### src/rtl/vector_mem_responder_pkg.sv
// rtl/vector_mem_responder_pkg.sv - shared types for the vector memory responder
package vector_mem_responder_pkg;

  typedef enum logic [1:0] {
    SEW8     = 2'b00,
    SEW16    = 2'b01,
    SEW32    = 2'b10,
    SEW_RSVD = 2'b11
  } sew_t;

  typedef enum logic [1:0] {
    IDLE   = 2'b00,
    ACCESS = 2'b01,
    RESP   = 2'b10,
    FAULT  = 2'b11
  } vmem_resp_state_t;

  localparam int unsigned XLEN = 32;

  // Element bit mask; the reserved width yields an empty mask.
  function automatic logic [XLEN-1:0] sew_mask(input sew_t s);
    case (s)
      SEW8:    sew_mask = 32'h0000_00FF;
      SEW16:   sew_mask = 32'h0000_FFFF;
      SEW32:   sew_mask = 32'hFFFF_FFFF;
      default: sew_mask = 32'h0000_0000;
    endcase
  endfunction

endpackage

### src/rtl/vector_mem_responder_if.sv
// rtl/vector_mem_responder_if.sv - scheduler request/response and generic data bus bundle
interface vector_mem_responder_if;
  import vector_mem_responder_pkg::*;

  logic [31:0] final_addr;
  logic [31:0] final_storedata;
  logic        ren;
  logic        wen;
  sew_t        sew;
  logic        dhit;
  logic [31:0] loaddata;
  logic        returnex;
  logic [31:0] bus_addr;
  logic [31:0] bus_wdata;
  logic [3:0]  bus_byte_en;
  logic        bus_ren;
  logic        bus_wen;
  logic [31:0] bus_rdata;
  logic        bus_busy;

  modport slave (
    input  final_addr, final_storedata, ren, wen, sew, bus_rdata, bus_busy,
    output dhit, loaddata, returnex, bus_addr, bus_wdata, bus_byte_en, bus_ren, bus_wen
  );

  modport master (
    output final_addr, final_storedata, ren, wen, sew, bus_rdata, bus_busy,
    input  dhit, loaddata, returnex, bus_addr, bus_wdata, bus_byte_en, bus_ren, bus_wen
  );

endinterface

### src/rtl/vector_mem_responder_lane_align.sv
// rtl/vector_mem_responder_lane_align.sv - SEW/offset byte enables, lane shifts and alignment check
module vector_mem_responder_lane_align
  import vector_mem_responder_pkg::*;
(
  input  sew_t        i_sew,
  input  logic [1:0]  i_addr_lo,
  input  logic [31:0] i_wdata,
  input  logic [31:0] i_rdata,
  output logic [3:0]  o_byte_en,
  output logic [31:0] o_wdata,
  output logic [31:0] o_rdata,
  output logic        o_illegal
);

  logic [31:0] w_mask;
  logic [4:0]  w_shamt;

  always_comb begin
    w_shamt   = {i_addr_lo, 3'b000};
    w_mask    = sew_mask(i_sew);
    o_byte_en = 4'b0000;
    o_illegal = 1'b0;
    case (i_sew)
      SEW8:  o_byte_en = 4'b0001 << i_addr_lo;
      SEW16: begin
        o_byte_en = 4'b0011 << i_addr_lo;
        o_illegal = i_addr_lo[0];
      end
      SEW32: begin
        o_byte_en = 4'b1111;
        o_illegal = |i_addr_lo;
      end
      default: o_illegal = 1'b1;
    endcase
    // Store data is masked first so stray upper bits never reach other lanes.
    o_wdata = (i_wdata & w_mask) << w_shamt;
    o_rdata = (i_rdata >> w_shamt) & w_mask;
  end

endmodule

### src/rtl/vector_mem_responder.sv
// rtl/vector_mem_responder.sv - replays one scheduler element access on the data bus, reports hit or fault
module vector_mem_responder
  import vector_mem_responder_pkg::*;
#(
  parameter int unsigned TIMEOUT_CYCLES = 256
) (
  input  logic                  CLK,
  input  logic                  nRST,
  vector_mem_responder_if.slave vif
);

  localparam int unsigned CW    = (TIMEOUT_CYCLES > 0) ? $clog2(TIMEOUT_CYCLES + 1) : 1;
  localparam bit          TO_EN = (TIMEOUT_CYCLES != 0);
  localparam logic [CW-1:0] C_LAST = CW'(TIMEOUT_CYCLES - 1);

  vmem_resp_state_t r_state, w_next;
  logic [31:0]      r_addr;
  logic [31:0]      r_data;
  logic [31:0]      r_loaddata;
  sew_t             r_sew;
  logic             r_is_store;
  logic [CW-1:0]    r_count;

  sew_t        w_sel_sew;
  logic [1:0]  w_sel_lo;
  logic [3:0]  w_byte_en;
  logic [31:0] w_wdata;
  logic [31:0] w_rdata;
  logic        w_illegal;
  logic        w_req;
  logic        w_both;
  logic        w_timeout;
  logic        w_access;

  // One aligner serves both phases: IDLE checks the incoming request, later states use the latch.
  always_comb begin
    if (r_state == IDLE) begin
      w_sel_sew = vif.sew;
      w_sel_lo  = vif.final_addr[1:0];
    end else begin
      w_sel_sew = r_sew;
      w_sel_lo  = r_addr[1:0];
    end
  end

  vector_mem_responder_lane_align u_align (
    .i_sew     (w_sel_sew),
    .i_addr_lo (w_sel_lo),
    .i_wdata   (r_data),
    .i_rdata   (vif.bus_rdata),
    .o_byte_en (w_byte_en),
    .o_wdata   (w_wdata),
    .o_rdata   (w_rdata),
    .o_illegal (w_illegal)
  );

  assign w_req     = vif.ren ^ vif.wen;
  assign w_both    = vif.ren & vif.wen;
  assign w_timeout = TO_EN && (r_count == C_LAST);
  assign w_access  = (r_state == ACCESS);

  always_ff @(posedge CLK or negedge nRST) begin
    if (!nRST) r_state <= IDLE;
    else       r_state <= w_next;
  end

  always_comb begin
    w_next = r_state;
    case (r_state)
      IDLE: begin
        if (w_both)     w_next = FAULT;
        else if (w_req) w_next = w_illegal ? FAULT : ACCESS;
      end
      ACCESS: begin
        if (!vif.bus_busy) w_next = RESP;
        else if (w_timeout) w_next = FAULT;
      end
      RESP:    w_next = IDLE;
      FAULT:   w_next = IDLE;
      default: w_next = IDLE;
    endcase
  end

  always_ff @(posedge CLK or negedge nRST) begin
    if (!nRST) begin
      r_addr     <= '0;
      r_data     <= '0;
      r_sew      <= SEW8;
      r_is_store <= 1'b0;
      r_loaddata <= '0;
      r_count    <= '0;
    end else begin
      if (r_state == IDLE && w_req) begin
        r_addr     <= vif.final_addr;
        r_data     <= vif.final_storedata;
        r_sew      <= vif.sew;
        r_is_store <= vif.wen;
      end
      if (w_access && !vif.bus_busy) r_loaddata <= r_is_store ? '0 : w_rdata;
      if (w_access && vif.bus_busy)  r_count <= r_count + CW'(1);
      else                           r_count <= '0;
    end
  end

  // Bus side is purely a function of state so reset drops the strobes without waiting for a clock.
  always_comb begin
    vif.bus_ren     = w_access & ~r_is_store;
    vif.bus_wen     = w_access & r_is_store;
    vif.bus_addr    = w_access ? {r_addr[31:2], 2'b00} : 32'h0;
    vif.bus_wdata   = (w_access && r_is_store) ? w_wdata : 32'h0;
    vif.bus_byte_en = w_access ? w_byte_en : 4'b0000;
    vif.dhit        = (r_state == RESP);
    vif.returnex    = (r_state == FAULT);
    vif.loaddata    = (r_state == RESP) ? r_loaddata : 32'h0;
  end

endmodule
### src/flat_wrapper.sv
// flat-port wrapper written by rule: the top's interface ports become plain ports
module vector_mem_responder_flat import vector_mem_responder_pkg::*;
#(
  parameter int unsigned TIMEOUT_CYCLES = 256
)
  (CLK, nRST, vif_final_addr, vif_final_storedata, vif_ren, vif_wen, vif_sew, vif_bus_rdata, vif_bus_busy, vif_dhit, vif_loaddata, vif_returnex, vif_bus_addr, vif_bus_wdata, vif_bus_byte_en, vif_bus_ren, vif_bus_wen);
  vector_mem_responder_if vif_i ();
  input  logic CLK;
  input  logic nRST;
  input wire logic [$bits(vif_i.final_addr)-1:0] vif_final_addr;
  input wire logic [$bits(vif_i.final_storedata)-1:0] vif_final_storedata;
  input wire logic [$bits(vif_i.ren)-1:0] vif_ren;
  input wire logic [$bits(vif_i.wen)-1:0] vif_wen;
  input wire logic [$bits(vif_i.sew)-1:0] vif_sew;
  input wire logic [$bits(vif_i.bus_rdata)-1:0] vif_bus_rdata;
  input wire logic [$bits(vif_i.bus_busy)-1:0] vif_bus_busy;
  output wire logic [$bits(vif_i.dhit)-1:0] vif_dhit;
  output wire logic [$bits(vif_i.loaddata)-1:0] vif_loaddata;
  output wire logic [$bits(vif_i.returnex)-1:0] vif_returnex;
  output wire logic [$bits(vif_i.bus_addr)-1:0] vif_bus_addr;
  output wire logic [$bits(vif_i.bus_wdata)-1:0] vif_bus_wdata;
  output wire logic [$bits(vif_i.bus_byte_en)-1:0] vif_bus_byte_en;
  output wire logic [$bits(vif_i.bus_ren)-1:0] vif_bus_ren;
  output wire logic [$bits(vif_i.bus_wen)-1:0] vif_bus_wen;
  assign vif_i.final_addr = vif_final_addr;
  assign vif_i.final_storedata = vif_final_storedata;
  assign vif_i.ren = vif_ren;
  assign vif_i.wen = vif_wen;
  assign vif_i.sew = vif_sew;
  assign vif_i.bus_rdata = vif_bus_rdata;
  assign vif_i.bus_busy = vif_bus_busy;
  assign vif_dhit = vif_i.dhit;
  assign vif_loaddata = vif_i.loaddata;
  assign vif_returnex = vif_i.returnex;
  assign vif_bus_addr = vif_i.bus_addr;
  assign vif_bus_wdata = vif_i.bus_wdata;
  assign vif_bus_byte_en = vif_i.bus_byte_en;
  assign vif_bus_ren = vif_i.bus_ren;
  assign vif_bus_wen = vif_i.bus_wen;
  vector_mem_responder #(.TIMEOUT_CYCLES(TIMEOUT_CYCLES)) u_core (.CLK(CLK), .nRST(nRST), .vif(vif_i));
endmodule
### config.mk
export PLATFORM = sky130hd
export DESIGN_NAME = vector_mem_responder_flat
export DESIGN_NICKNAME = d
export VERILOG_FILES = /design/src/rtl/vector_mem_responder_pkg.sv /design/src/rtl/vector_mem_responder_if.sv /design/src/rtl/vector_mem_responder_lane_align.sv /design/src/rtl/vector_mem_responder.sv /design/src/flat_wrapper.sv
export SDC_FILE = /design/constraint.sdc
export NUM_CORES = 1
export LEC_CHECK = 0
export BUFFER_PORTS_ARGS = -buffer_cell sky130_fd_sc_hd__buf_2
export CORE_MARGIN = 8
export CORE_UTILIZATION = 50
export CTS_BUF_LIST = sky130_fd_sc_hd__clkbuf_8
export CTS_CLUSTER_DIAMETER = 50
export DETAILED_ROUTE_END_ITERATION = 10
export GPL_TIMING_DRIVEN = 0
export PLACE_DENSITY = 0.82
export SLEW_MARGIN = 30
export SYNTH_ARGS = -nofsm -noshare
export SYNTH_HDL_FRONTEND = slang
export SYNTH_SLANG_ARGS = --single-unit
export TNS_END_PERCENT = 100
### constraint.sdc
create_clock -name CLK -period 6.3 [get_ports CLK]
set_clock_uncertainty 0.1 [all_clocks]
set_input_delay 0 -clock CLK [delete_from_list [all_inputs] [get_ports CLK]]
set_output_delay 0 -clock CLK [all_outputs]
set_load 0.02 [all_outputs]
==> impl_metrics.tcl <==
set metrics [dict create \
    status "completed" \
    root_buffer "clkbuf_8" \
    wl_per_cell_um 21.07 \
    period_minus_slack_ns 3.648 \
    viasPerCell 5.605 \
    first_global_vias 6325 \
    cts_tree "built" \
    cp_slowest_cell "dlygate4sd3_1" \
    grt-busiest-layer "met2" \
    final.setup.tns_ns 0 \
    final_core_util 0.7387 \
    cts_max_level 3 \
    drc 0 \
    path_clk_slew_ns 0.11 \
    num_vias 5723 \
    cp-end-kind "register" \
    grt_max_degree 66 \
    numPortBuffers 204 \
    post-place-ws_ns 3.040 \
    postRouteWirelength_mm 21.51 \
    insertion_delay_ns 0.38 \
    gp_congestion 0.8586 \
    fin_nets 982 \
    syn_area_um2 5852 \
    fill_cells 716 \
    crit_arrival_ns 3.86 \
    power.leakage_nw 4.208 \
    hold_viol_final 0 \
    ys_warn_count 0 \
    crit_required_ns 6.51 \
    gr-usage-met2 0.4741 \
    first_iter_violations 489 \
    layout_setup_ws_ns 2.652 \
    synth_edf_count 0 \
    synthCells 543 \
    antenna_found_initial 1 \
    area_delta_synth_final_pct 44.13 \
    multi_input_area_um2 2904 \
    grt_pass1_wl_mm 33.18 \
    rsz0062_at_grt "no" \
    setup_viol 0 \
    slew_viol_final 0 \
    cts_buffer_depth 2 \
    grt-ovfl-total 0 \
    p_per_area_nw_per_um2 437.5 \
    worstPathMaxFanout 10 \
    ys_ff_latch 110 \
    cts_hold_buf 112 \
    synthFlopType "dfrtp_1" \
    fin_crit_sh 0.5791 \
    rows 39 \
    ant_nets 0 \
    ys_seq_area_frac 0.4704 \
    cp_slowest_stage_delay_ns 0.60 \
    core_region_area_um2 11420 \
    worstPathCellList "buf_2 > nor2_2 > mux2i_1 > inv_1 > ha_1 > or4_1 > clkbuf_1 > o221ai_1 > dlygate4sd3_1" \
    use_met3 0.06890 \
    initial_core_util 0.5125 \
    path_class "register to register" \
    ir_drop_uv 275.3 \
    drive_gt1_frac 0.3501 \
    io_pins 207 \
    dieHeight_um 124.2 \
    slew_headroom 0.5331 \
    dr.pass1.iters 5 \
    avgSynthCellArea_um2 10.78 \
    die_width_um 124.2 \
    grtUsageMet1 0.3227 \
    cts_setup_buffers 0 \
    post_cts_resized 0 \
    final-seq-area_um2 2753 \
    synth_cell_type_count 40 \
    clock.fmax_ghz 0.2741 \
    cap_violations 0 \
    die_area_um2 15420 \
    hold_class "input port to register" \
    dp_hpwl_mm 13.75 \
    synthArstFlopShare 1.000 \
    clock-sinks 110 \
    grt_usage 0.2773 \
    cp-start-kind "register" \
    worst_pin_slew_ns 0.6978 \
    cts_buffers 9 \
]
-- through the flow --
step           std cells  power (mW)  hold WS [ns]  cell area [um^2]
4_1_cts             1020       3.584       0.01719              8422
3_3_place_gp         891       2.938        0.1321              7056
3_5_place_dp         892       3.023      -0.06084              7089
2_1_floorplan        544       2.450       -0.3956              5856
6_report            1021       3.690       0.03654              8434
5_1_grt             1021       3.875       0.03826              8434
-- cell type report --
class / instances / share of cell area
Inverter: 13 / 0.005785
Sequential cell: 110 / 0.3264
Clock buffer: 9 / 0.01469
Buffer: 35 / 0.01899
Tap cell: 143 / 0.02121
Timing Repair Buffer: 317 / 0.2580
Clock inverter: 7 / 0.01038
Antenna cell: 1 / 0.0002967
Multi-Input combinational cell: 386 / 0.3443
-- power breakdown --
group          leakage (nW)  total (mW)  switching (mW)  internal [mW]
sequential             1.38        1.20           0.197           1.00
combinational          2.72        2.02            1.16          0.866
clock                 0.108       0.465           0.271          0.194
-- worst paths after layout --
path	from	to	slack, ns	depth (start not counted)
min in group asynchronous	nRST	u_core.r_loaddata[19]	0.08	2
hold / removal	vif_bus_rdata[6]	u_core.r_loaddata[6]	0.04	4
hold reg to reg	u_core.r_loaddata[23]	u_core.r_loaddata[23]	0.39	2
max in group asynchronous	nRST	u_core.r_data[7]	5.35	3
setup reg to reg	u_core.r_state[0]	u_core.r_loaddata[2]	2.65	9
setup / recovery	u_core.r_state[0]	u_core.r_loaddata[2]	2.65	9
-- cells by family after synthesis --
group / count (synthesis) / share of synthesized area
buffers and inverters: 48 / 0.03571
multiplexers: 112 / 0.2059
other: 1 / 0.0006408
XOR/XNOR: 4 / 0.005988
flip-flops: 110 / 0.4704
AND/OR/NAND/NOR: 188 / 0.1794
AO/OA/AOI/OAI: 73 / 0.08703
adder cells (fa/ha/maj): 7 / 0.01497
-- placed cells by master (no fill, tap or decap), drive strengths merged, types with 2 or more instances in the layout --
cell	count
a21boi	5
a21oi	6
a22o	9
and2	81
and3	8
buf	219
clkbuf	30
clkinv	2
conb	2
dfrtp	110
dlygate4sd3	112
ha	7
inv	17
mux2	67
mux2i	45
nand2	35
nand2b	4
nand3	8
nand3b	2
nor2	18
nor2b	17
nor3	6
nor3b	2
o211ai	5
o21ai	19
o221ai	11
o22ai	8
o2bb2ai	7
or3	2
or4	2
xnor2	2
xor2	2
-- metal layers --
metal  vias up  wire length, um
met5         -                0
li1       2540                -
met2       330            10640
met4         0              685
met3        55             1875
met1      2798             8304
-- registers in the layout, indices dropped and copies added (netlist names) --
register and count:
u_core.r_is_store 1, u_core.r_count 9, u_core.r_addr 32, u_core.r_loaddata 32, u_core.r_data 32, u_core.r_state 2, u_core.r_sew 2
-- worst max-delay path, delay by kind of cell, from the launching register on --
family	cells	cell delay (ns)
adder cells (fa/ha/maj)	1	0.29
multiplexers	1	0.54
buffers and inverters	4	1.21
AND/OR/NAND/NOR	2	0.80
flip-flops	1	0.40
AO/OA/AOI/OAI	1	0.25
-- synthesized netlist by cell type (2+ instances only) --
master | instances | area, um^2
or4_1 | 2 | 15.01
nor2b_1 | 17 | 106.4
o22ai_1 | 8 | 50.05
nand3_1 | 8 | 40.04
nor2_1 | 17 | 63.81
buf_2 | 11 | 55.05
a21oi_1 | 6 | 30.03
buf_4 | 2 | 15.01
o221ai_1 | 11 | 96.34
nand3b_1 | 2 | 15.01
or3_1 | 2 | 12.51
xor2_1 | 2 | 17.52
nand2_1 | 35 | 131.4
mux2i_1 | 45 | 450.4
and2_1 | 81 | 506.7
o2bb2ai_1 | 7 | 61.31
xnor2_1 | 2 | 17.52
nand2b_1 | 4 | 25.02
clkbuf_1 | 21 | 78.83
o21ai_0 | 19 | 95.09
inv_1 | 13 | 48.80
mux2_2 | 67 | 754.5
nor3_1 | 6 | 30.03
a22o_1 | 9 | 78.83
and3_1 | 8 | 50.05
ha_1 | 7 | 87.58
dfrtp_1 | 110 | 2753
a21boi_0 | 5 | 37.54
o211ai_1 | 5 | 37.54
Power figures use the tool's default switching activity.
